### src/rtl/axil_master.sv
// AXI4-Lite initiator: turns a single-beat cmd/rsp handshake into AW/W/B or AR/R
// transactions, one outstanding at a time. All outputs are registered.
// Optional hung-slave watchdog: define AXIL_MST_TIMEOUT_EN.
module axil_master #(
  parameter int unsigned ADDR_W         = 32,
  parameter int unsigned DATA_W         = 32,
  parameter int unsigned TIMEOUT_CYCLES = 256,
  localparam int unsigned STRB_W        = DATA_W / 8
) (
  input  logic              ACLK,
  input  logic              ARESET,
  // command side
  input  logic              cmd_valid,
  output logic              cmd_ready,
  input  logic              cmd_we,
  input  logic [ADDR_W-1:0] cmd_addr,
  input  logic [DATA_W-1:0] cmd_wdata,
  input  logic [STRB_W-1:0] cmd_wstrb,
  // response side
  output logic              rsp_valid,
  input  logic              rsp_ready,
  output logic              rsp_we,
  output logic [DATA_W-1:0] rsp_rdata,
  output logic [1:0]        rsp_resp,
  // write address channel
  output logic              AW_VALID,
  input  logic              AW_READY,
  output logic [ADDR_W-1:0] AW_ADDR,
  output logic [2:0]        AW_PROT,
  // write data channel
  output logic              W_VALID,
  input  logic              W_READY,
  output logic [DATA_W-1:0] W_DATA,
  output logic [STRB_W-1:0] W_STRB,
  // write response channel
  input  logic              B_VALID,
  output logic              B_READY,
  input  logic [1:0]        B_RESP,
  // read address channel
  output logic              AR_VALID,
  input  logic              AR_READY,
  output logic [ADDR_W-1:0] AR_ADDR,
  output logic [2:0]        AR_PROT,
  // read data channel
  input  logic              R_VALID,
  output logic              R_READY,
  input  logic [DATA_W-1:0] R_DATA,
  input  logic [1:0]        R_RESP
);

  typedef enum logic [2:0] {
    StIdle,
    StWrReq,
    StWrResp,
    StRdReq,
    StRdResp,
    StRsp
  } state_e;

  state_e state_q;
  logic   aw_done_q;
  logic   w_done_q;
  logic   we_q;

  // Handshake strobes; every one of them is gated by a registered VALID/READY.
  logic aw_fire, w_fire, b_fire, ar_fire, r_fire;
  assign aw_fire = AW_VALID & AW_READY;
  assign w_fire  = W_VALID & W_READY;
  assign b_fire  = B_VALID & B_READY;
  assign ar_fire = AR_VALID & AR_READY;
  assign r_fire  = R_VALID & R_READY;

  assign AW_PROT = 3'b000;
  assign AR_PROT = 3'b000;

`ifdef AXIL_MST_TIMEOUT_EN
  localparam int unsigned WdogW = $clog2(TIMEOUT_CYCLES + 1);
  localparam logic [WdogW-1:0] WdogLast = WdogW'(TIMEOUT_CYCLES - 1);
  logic [WdogW-1:0] wdog_q;
  logic             busy;
  assign busy = (state_q == StWrReq) || (state_q == StWrResp) ||
                (state_q == StRdReq) || (state_q == StRdResp);
`else
  // Watchdog compiled out; the limit parameter has no effect.
  logic unused_timeout;
  assign unused_timeout = ^TIMEOUT_CYCLES;
`endif

  // Transaction FSM; every output is a register updated here.
  always_ff @(posedge ACLK) begin
    if (ARESET) begin
      state_q   <= StIdle;
      aw_done_q <= 1'b0;
      w_done_q  <= 1'b0;
      we_q      <= 1'b0;
      cmd_ready <= 1'b1;
      rsp_valid <= 1'b0;
      rsp_we    <= 1'b0;
      rsp_rdata <= '0;
      rsp_resp  <= 2'b00;
      AW_VALID  <= 1'b0;
      AW_ADDR   <= '0;
      W_VALID   <= 1'b0;
      W_DATA    <= '0;
      W_STRB    <= '0;
      B_READY   <= 1'b0;
      AR_VALID  <= 1'b0;
      AR_ADDR   <= '0;
      R_READY   <= 1'b0;
`ifdef AXIL_MST_TIMEOUT_EN
      wdog_q    <= '0;
`endif
    end else begin
      case (state_q)
        StIdle: begin
          if (cmd_valid) begin
            cmd_ready <= 1'b0;
            we_q      <= cmd_we;
`ifdef AXIL_MST_TIMEOUT_EN
            wdog_q    <= '0;
`endif
            if (cmd_we) begin
              AW_ADDR   <= cmd_addr;
              W_DATA    <= cmd_wdata;
              W_STRB    <= cmd_wstrb;
              AW_VALID  <= 1'b1;
              W_VALID   <= 1'b1;
              aw_done_q <= 1'b0;
              w_done_q  <= 1'b0;
              state_q   <= StWrReq;
            end else begin
              AR_ADDR  <= cmd_addr;
              AR_VALID <= 1'b1;
              state_q  <= StRdReq;
            end
          end
        end
        StWrReq: begin
          // AW and W retire independently, in any order or together.
          if (aw_fire) AW_VALID <= 1'b0;
          if (w_fire)  W_VALID  <= 1'b0;
          aw_done_q <= aw_done_q | aw_fire;
          w_done_q  <= w_done_q | w_fire;
          if ((aw_done_q | aw_fire) && (w_done_q | w_fire)) begin
            B_READY <= 1'b1;
            state_q <= StWrResp;
          end
        end
        StWrResp: begin
          if (b_fire) begin
            B_READY   <= 1'b0;
            rsp_valid <= 1'b1;
            rsp_we    <= 1'b1;
            rsp_rdata <= '0;
            rsp_resp  <= B_RESP;
            state_q   <= StRsp;
          end
        end
        StRdReq: begin
          if (ar_fire) begin
            AR_VALID <= 1'b0;
            R_READY  <= 1'b1;
            state_q  <= StRdResp;
          end
        end
        StRdResp: begin
          if (r_fire) begin
            R_READY   <= 1'b0;
            rsp_valid <= 1'b1;
            rsp_we    <= 1'b0;
            rsp_rdata <= R_DATA;
            rsp_resp  <= R_RESP;
            state_q   <= StRsp;
          end
        end
        StRsp: begin
          if (rsp_ready) begin
            rsp_valid <= 1'b0;
            cmd_ready <= 1'b1;
            state_q   <= StIdle;
          end
        end
        default: begin
          state_q <= StIdle;
        end
      endcase

`ifdef AXIL_MST_TIMEOUT_EN
      // Hung-slave abort: deliberately drops VALIDs without a handshake.
      if (busy) begin
        wdog_q <= wdog_q + 1'b1;
        if (wdog_q == WdogLast) begin
          AW_VALID  <= 1'b0;
          W_VALID   <= 1'b0;
          B_READY   <= 1'b0;
          AR_VALID  <= 1'b0;
          R_READY   <= 1'b0;
          rsp_valid <= 1'b1;
          rsp_we    <= we_q;
          rsp_rdata <= '0;
          rsp_resp  <= 2'b10;
          state_q   <= StRsp;
        end
      end
`endif
    end
  end

endmodule

### config.mk
export PLATFORM = sky130hd
export DESIGN_NAME = axil_master
export DESIGN_NICKNAME = d
export VERILOG_FILES = /design/src/rtl/axil_master.sv
export SDC_FILE = /design/constraint.sdc
export NUM_CORES = 1
export LEC_CHECK = 0
export BUFFER_PORTS_ARGS = -buffer_cell sky130_fd_sc_hd__buf_4
export CORE_MARGIN = 5
export CORE_UTILIZATION = 50
export CTS_BUF_LIST = sky130_fd_sc_hd__clkbuf_8
export DETAILED_ROUTE_END_ITERATION = 12
export PLACE_DENSITY = 0.83
export SLEW_MARGIN = 20
export SYNTH_ARGS = -nofsm -noshare
export SYNTH_HDL_FRONTEND = slang
export SYNTH_SLANG_ARGS = --single-unit
### constraint.sdc
create_clock -name ACLK -period 3.8 [get_ports ACLK]
set_input_delay 0.38 -clock ACLK [delete_from_list [all_inputs] [get_ports ACLK]]
set_output_delay 0.38 -clock ACLK [all_outputs]
set_load 0.02 [all_outputs]
; ---- Word-level counts from Yosys, hierarchy flattened
; Cells that the tools add are included.
[word_totals]
ff_bits = 147
input_bits = 114
output_inout_bits = 148
[op_classes]
n_eq_ne = 15
mux = 42
bitwise_logic = 8
reduce_logical = 21
[op_table]
columns = operator, count
row1 = 2-to-1 mux 32 bit, 2
row2 = one-hot mux 32 bit (2 select lines), 1
row3 = AND reduction 3 bit, 7
row4 = "!= test 2 bit, second input constant", 10
row5 = 2-to-1 mux 1 bit, 18
row6 = 2-to-1 mux 3 bit, 6
row7 = one-hot mux 1 bit (2 select lines), 9
row8 = one-hot mux 3 bit (6 select lines), 1
row9 = AND reduction 4 bit, 4
row10 = nonzero test 2 bit, 6
row11 = "== test 3 x 2 -> 1 bit, second input constant", 2
row12 = "== test 3 bit, second input constant", 2
row13 = 2-to-1 mux 2 bit, 3
row14 = AND reduction 6 bit, 1
row15 = bitwise AND 1 bit, 5
row16 = one-hot mux 2 bit (2 select lines), 1
row17 = "== test 3 x 1 -> 1 bit, second input constant", 1
row18 = zero test 3 bit, 1
row19 = one-hot mux 1 bit (3 select lines), 1
row20 = nonzero test 3 bit, 1
row21 = bitwise OR 1 bit, 2
row22 = logical AND 1 bit, 1
row23 = NOT 1 bit, 1

; ---- Longest topological paths before layout
[depth]
depth_word = 5
ltp_mapped = 7

; ---- Worst setup path after synthesis
; No wires, ideal clock.
[synth_timing]
path_type = register to register
from = register state_q[0]
to = register rsp_rdata[0]
setup_time_ns = 0.117
t_arrival_ns = 1.512
setup_slack_ns = 2.171
stages_incl_launch_ff = 8
synth_period_minus_slack_ns = 1.629
cell_sequence = dfxtp_1 > buf_6 > a211oi_2 > a22oi_4 > and3b_1 > buf_6 > buf_6 > a22o_1
[synth_between]
elab_chain_cells = 3
[synth_lines]
columns = element, line_no
row1 = from (decl), 60  ; state_e state_q;
row2 = from (signal assigned), 92  ; state_q <= StIdle;
row3 = from (signal assigned), 130  ; state_q <= StWrReq;
row4 = from (signal assigned), 134  ; state_q <= StRdReq;
row5 = == test 3 bit / == test 3 x 2 -> 1 bit (equally long branches), 114  ; case (state_q)
row6 = != test 2 bit (no line) / nonzero test 2 bit (equally long branches), n/a
row7 = AND reduction 3 bit (no line), n/a
row8 = to (signal assigned), 99  ; rsp_rdata <= '0;
row9 = to (signal assigned), 154  ; rsp_rdata <= '0;
row10 = to (signal assigned), 171  ; rsp_rdata <= R_DATA;
row11 = to (decl), 23  ; output logic [DATA_W-1:0] rsp_rdata,
; Several ways; a longest one is shown, not always the timed one.
; A chain may end at the register's enable or synchronous reset.

; ---- Worst setup path after layout
[layout_timing]
from = register state_q[0]
to = register W_STRB[1]
[layout_between]
elab_chain_cells = 2
[layout_lines]
columns = element, line_no
row1 = zero test 3 bit, 114
row2 = AND reduction 3 bit (no line), n/a
row3 = to (signal assigned), 125  ; W_STRB <= cmd_wstrb;
row4 = to (decl), 34  ; output logic [STRB_W-1:0] W_STRB,
; No other way between the ends.

==> summary.md <==
| Metric | Value |
|---|---|
| Layout Cell Area excl Fill | ~0.0076 mm2 |
| Die Footprint | ~0.013 mm2 |
| Die outline height | 113 um |
| H-tree levels | 4 |
| Int Power | 0.00303 W |
| Reg2reg setup slack | around 1.4 ns |
| Pins over their slew limit | 0 |
| Worst r2r src | state_q[0]$_SDFFE_PP0P_ |
| Initial cell density of the core | between 50 and 60% |
| Post-Synth Simple-Gate Area | between 10% and 20% |
| Hold Path Sink | rsp_rdata[11]$_SDFFE_PP0P_ |
| Vias per std cell | 5.13 |
| Post-synthesis sequential area ratio | about 56% |
| Max-cap violations | 0 |
| Leak pwr | ~3.3 nW |
| Status | finished, final reports clean |
| Clk slew on worst S/H paths | approximately 0.07 ns |
| HPWL Detailed | roughly 11 mm |
| Most common cell after layout, fill and taps aside | buf_4 |
| CTS sink count | ~150 |
| CP Data Arrival Time | 2.73 ns |
| Setup tns final | 0 ns |
| First-pass GRT wire length | 25.0 mm |
| Fmax | 0.421 GHz |
| Post-synth top area share | 56.0% |
| Net switching power | between 0.001 and 0.0015 W |
| Clock buffer depth | 2 |
| Crit Path Class | reg -> reg |
| Synth area leaders | dfxtp_1 56%, nand2_1 15%, a21oi_1 10% |
| Post-CTS sizing | 0 |
| Worst Setup Start Kind | flip-flop |
| 1st-iter DRT viols | just under 300 |
| Final hold violation count | 0 |
| Placed insts | around 960 |
| Share of cells above drive strength 1 | between 30% and 40% |
| Power density over the cells | roughly 600 mW/mm2 |
| CP Data Required Time | roughly 4.2 ns |
| Worst slew pin tran | about 0.8 ns |
| Setup Buffers After CTS | 0 |
| Post-synthesis xor/xnor area fraction | 0% |
| RePlAce Congestion | 0.830 |
| Sw Ratio | approximately a third |
| Worst skew pair latency | around 0.44 ns |
| Number of I/O pins | roughly 260 |
| Endpoints failing setup | 0 |
| Maximum number of pins on one net before global-route repair | 79 |
| Vias | between 5000 and 6000 |
| Worst hold path type | in -> reg |
| CTS tree | yes |
| Rows | 37 |
| ANT nets after route | 0 |
| Time the worst path needs with I/O delays and setup | between 2 and 2.5 ns |
| Worst Path Max Fanout | 32 |
| Hold path start | R_DATA[11] |
| CTS buffer count | 17 |
| RSZ-0062 raised after global routing | false |
| Critical R2R Capture | W_STRB[1]$_SDFFE_PP0P_ |
| Synth area leader | dfxtp_1 |
| Post-synthesis cell count | 606 |
| Area grow syn2layout | 44.1% |
| Post-synth cell types | 37 |
| Flops & latches, synth | 147 |
| DRT Pass-1 Iters | 4 |
| Combinational Power Share | 28.2% |
| Core Region | approximately 0.01 mm2 |
| Worst hold path depth | 2 |
| Wirelength per Cell | around 16 um |
| Mapped cell area | between 0.005 and 0.006 mm2 |
| Clk_skew | 0.0102 ns |
| Largest family of logic cells by synthesized area | simple AND/OR/NAND/NOR gates |
| Placed instance area | approximately 0.0071 mm2 |
| Commonest non-fill, non-tap cells in the layout | 261 x buf_4, 211 x nand2_1, 147 x dfxtp_1 |
| CTS root buf | clkbuf_8 |
| Compound-gate portion of the synthesized area | a little under a fifth |
| Cts hold-fix bufs | 0 |
| Post-Synth Adder-Cell Area | 0% |
| Die width | around 110 um |
| Synthesized area per cell | 8.68 um2 |
| Critical path capture point type | flip-flop |
| Routed WL | between 15 and 20 mm |
| Tcrit/Tclk final | between 60% and 70% |
| Drt drc | 0 |
| GRT Overall Usage | about a quarter |
| Clk pwr share | 30.1% |
| Worst vdd ir | 0.333 mV |
| Finished Layout Cells | 988 |
| R2R cell count | 5 |
| Multiplexer share of the synthesized area | less than 1% |
| Final #Nets | approximately 950 |
| Grt ovf | 0 |
| Part of the power in registers | 41.8% |
| Initial antenna violation count | 0 |
| I/O Buffers | 255 |
| Worst slew margin | between 40 and 50% |
| Synth warnings | 0 |
| Vias in the first global route | roughly 5000 |
| # diodes | 0 |
==> worst max-delay path by stage <==
stage	from	to
final	state_q[0]$_SDFFE_PP0P_	W_STRB[1]$_SDFFE_PP0P_
after global routing	state_q[0]$_SDFFE_PP0P_	W_DATA[4]$_SDFFE_PP0P_
after CTS	state_q[0]$_SDFFE_PP0P_	rsp_rdata[10]$_SDFFE_PP0P_
after detailed placement	state_q[0]$_SDFFE_PP0P_	rsp_rdata[17]$_SDFFE_PP0P_
after global placement	state_q[2]$_SDFFE_PP0P_	rsp_rdata[21]$_SDFFE_PP0P_
after floorplan	state_q[0]$_SDFFE_PP0P_	rsp_rdata[0]$_SDFFE_PP0P_
==> worst max-delay path: stages, from the launching register on <==
cell     delay, ns
dfxtp_1       0.53
nor4b_4       0.46
and2_2        0.65
buf_4         0.39
nand2_1       0.09
a21oi_1       0.17
==> synthesized netlist by cell type, drive strengths merged <==
| cell type | number |
|---|---|
| nor2b | 3 |
| o21ba | 1 |
| a211o | 1 |
| a311oi | 2 |
| conb | 1 |
| nand3 | 1 |
| a221o | 1 |
| buf | 31 |
| a31oi | 2 |
| dfxtp | 147 |
| o211ai | 2 |
| nor2 | 9 |
| a21oi | 110 |
| clkbuf | 21 |
| o21a | 2 |
| nor4b | 1 |
| a22o | 32 |
| and2 | 1 |
| inv | 1 |
| a22oi | 1 |
| nor3b | 2 |
| and3b | 1 |
| mux2i | 4 |
| nor3 | 4 |
| nand4 | 1 |
| nand2 | 212 |
| a211oi | 2 |
| o22ai | 1 |
| and2b | 1 |
| nand2b | 6 |
| nand3b | 1 |
| o21ai | 1 |
==> layer usage <==
| layer | vias up | wire length [um] | GRT usage [%] | share of wire (%) |
|---|---|---|---|---|
| met5 | - | 0 | 0 | 0 |
| met4 | 0 | 494 | 10.3 | 3.1 |
| met3 | 41 | 1610 | 11.8 | 10 |
| met2 | 213 | 7710 | 40.4 | 49 |
| met1 | 2341 | 6020 | 27.1 | 38 |
| li1 | 2469 | - | - | - |
==> kinds of logic after synthesis <==
kind of cell / count (synthesis)
DFF: 147
buffers and inverters: 53
AOI/OAI and AO/OA: 158
and+or+nand+nor: 243
other: 1
muxes: 4
==> state kept, by name (all words and copies together), names as in the netlist, 2 cells and up <==
signal / count
AW_ADDR: 32
AR_ADDR: 32
W_DATA: 32
state_q: 3
W_STRB: 4
rsp_resp: 2
rsp_rdata: 32
==> cell type report <==
cell class / instances / area [um2]
inverters: 1 / 3.75
clock inverters: 15 / 216
clock buffers: 17 / 234
multi-input cells: 411 / 2050
fillers: 784 / 2700
well taps: 136 / 170
repair buffers: 261 / 1960
flip-flops and latches: 147 / 2940
==> per-stage QoR <==
stage / power [W] / hold WS [ns] / worst slack, ns / utilization (%)
floorplan: 0.00270 / 0.441 / 2.17 / -
global placement: 0.00314 / 0.442 / 1.43 / 69.3
detailed placement: 0.00319 / 0.447 / 1.27 / 69.4
CTS: 0.00454 / 0.138 / 1.25 / 73.7
global route: 0.00475 / 0.124 / 1.26 / 73.8
finish: 0.00452 / 0.158 / 1.42 / 73.8
==> power groups by stage <==
stage / sequential, W / combinational (W) / clock (W)
4_1_cts: 0.00188 / 0.00128 / 0.00138
2_1_floorplan: 0.00207 / 0.000624 / 0
3_3_place_gp: 0.00190 / 0.00123 / 0
5_1_grt: 0.00191 / 0.00138 / 0.00146
3_5_place_dp: 0.00192 / 0.00127 / 0
6_report: 0.00189 / 0.00127 / 0.00136
No activity file was read; power rests on OpenSTA's default activity.
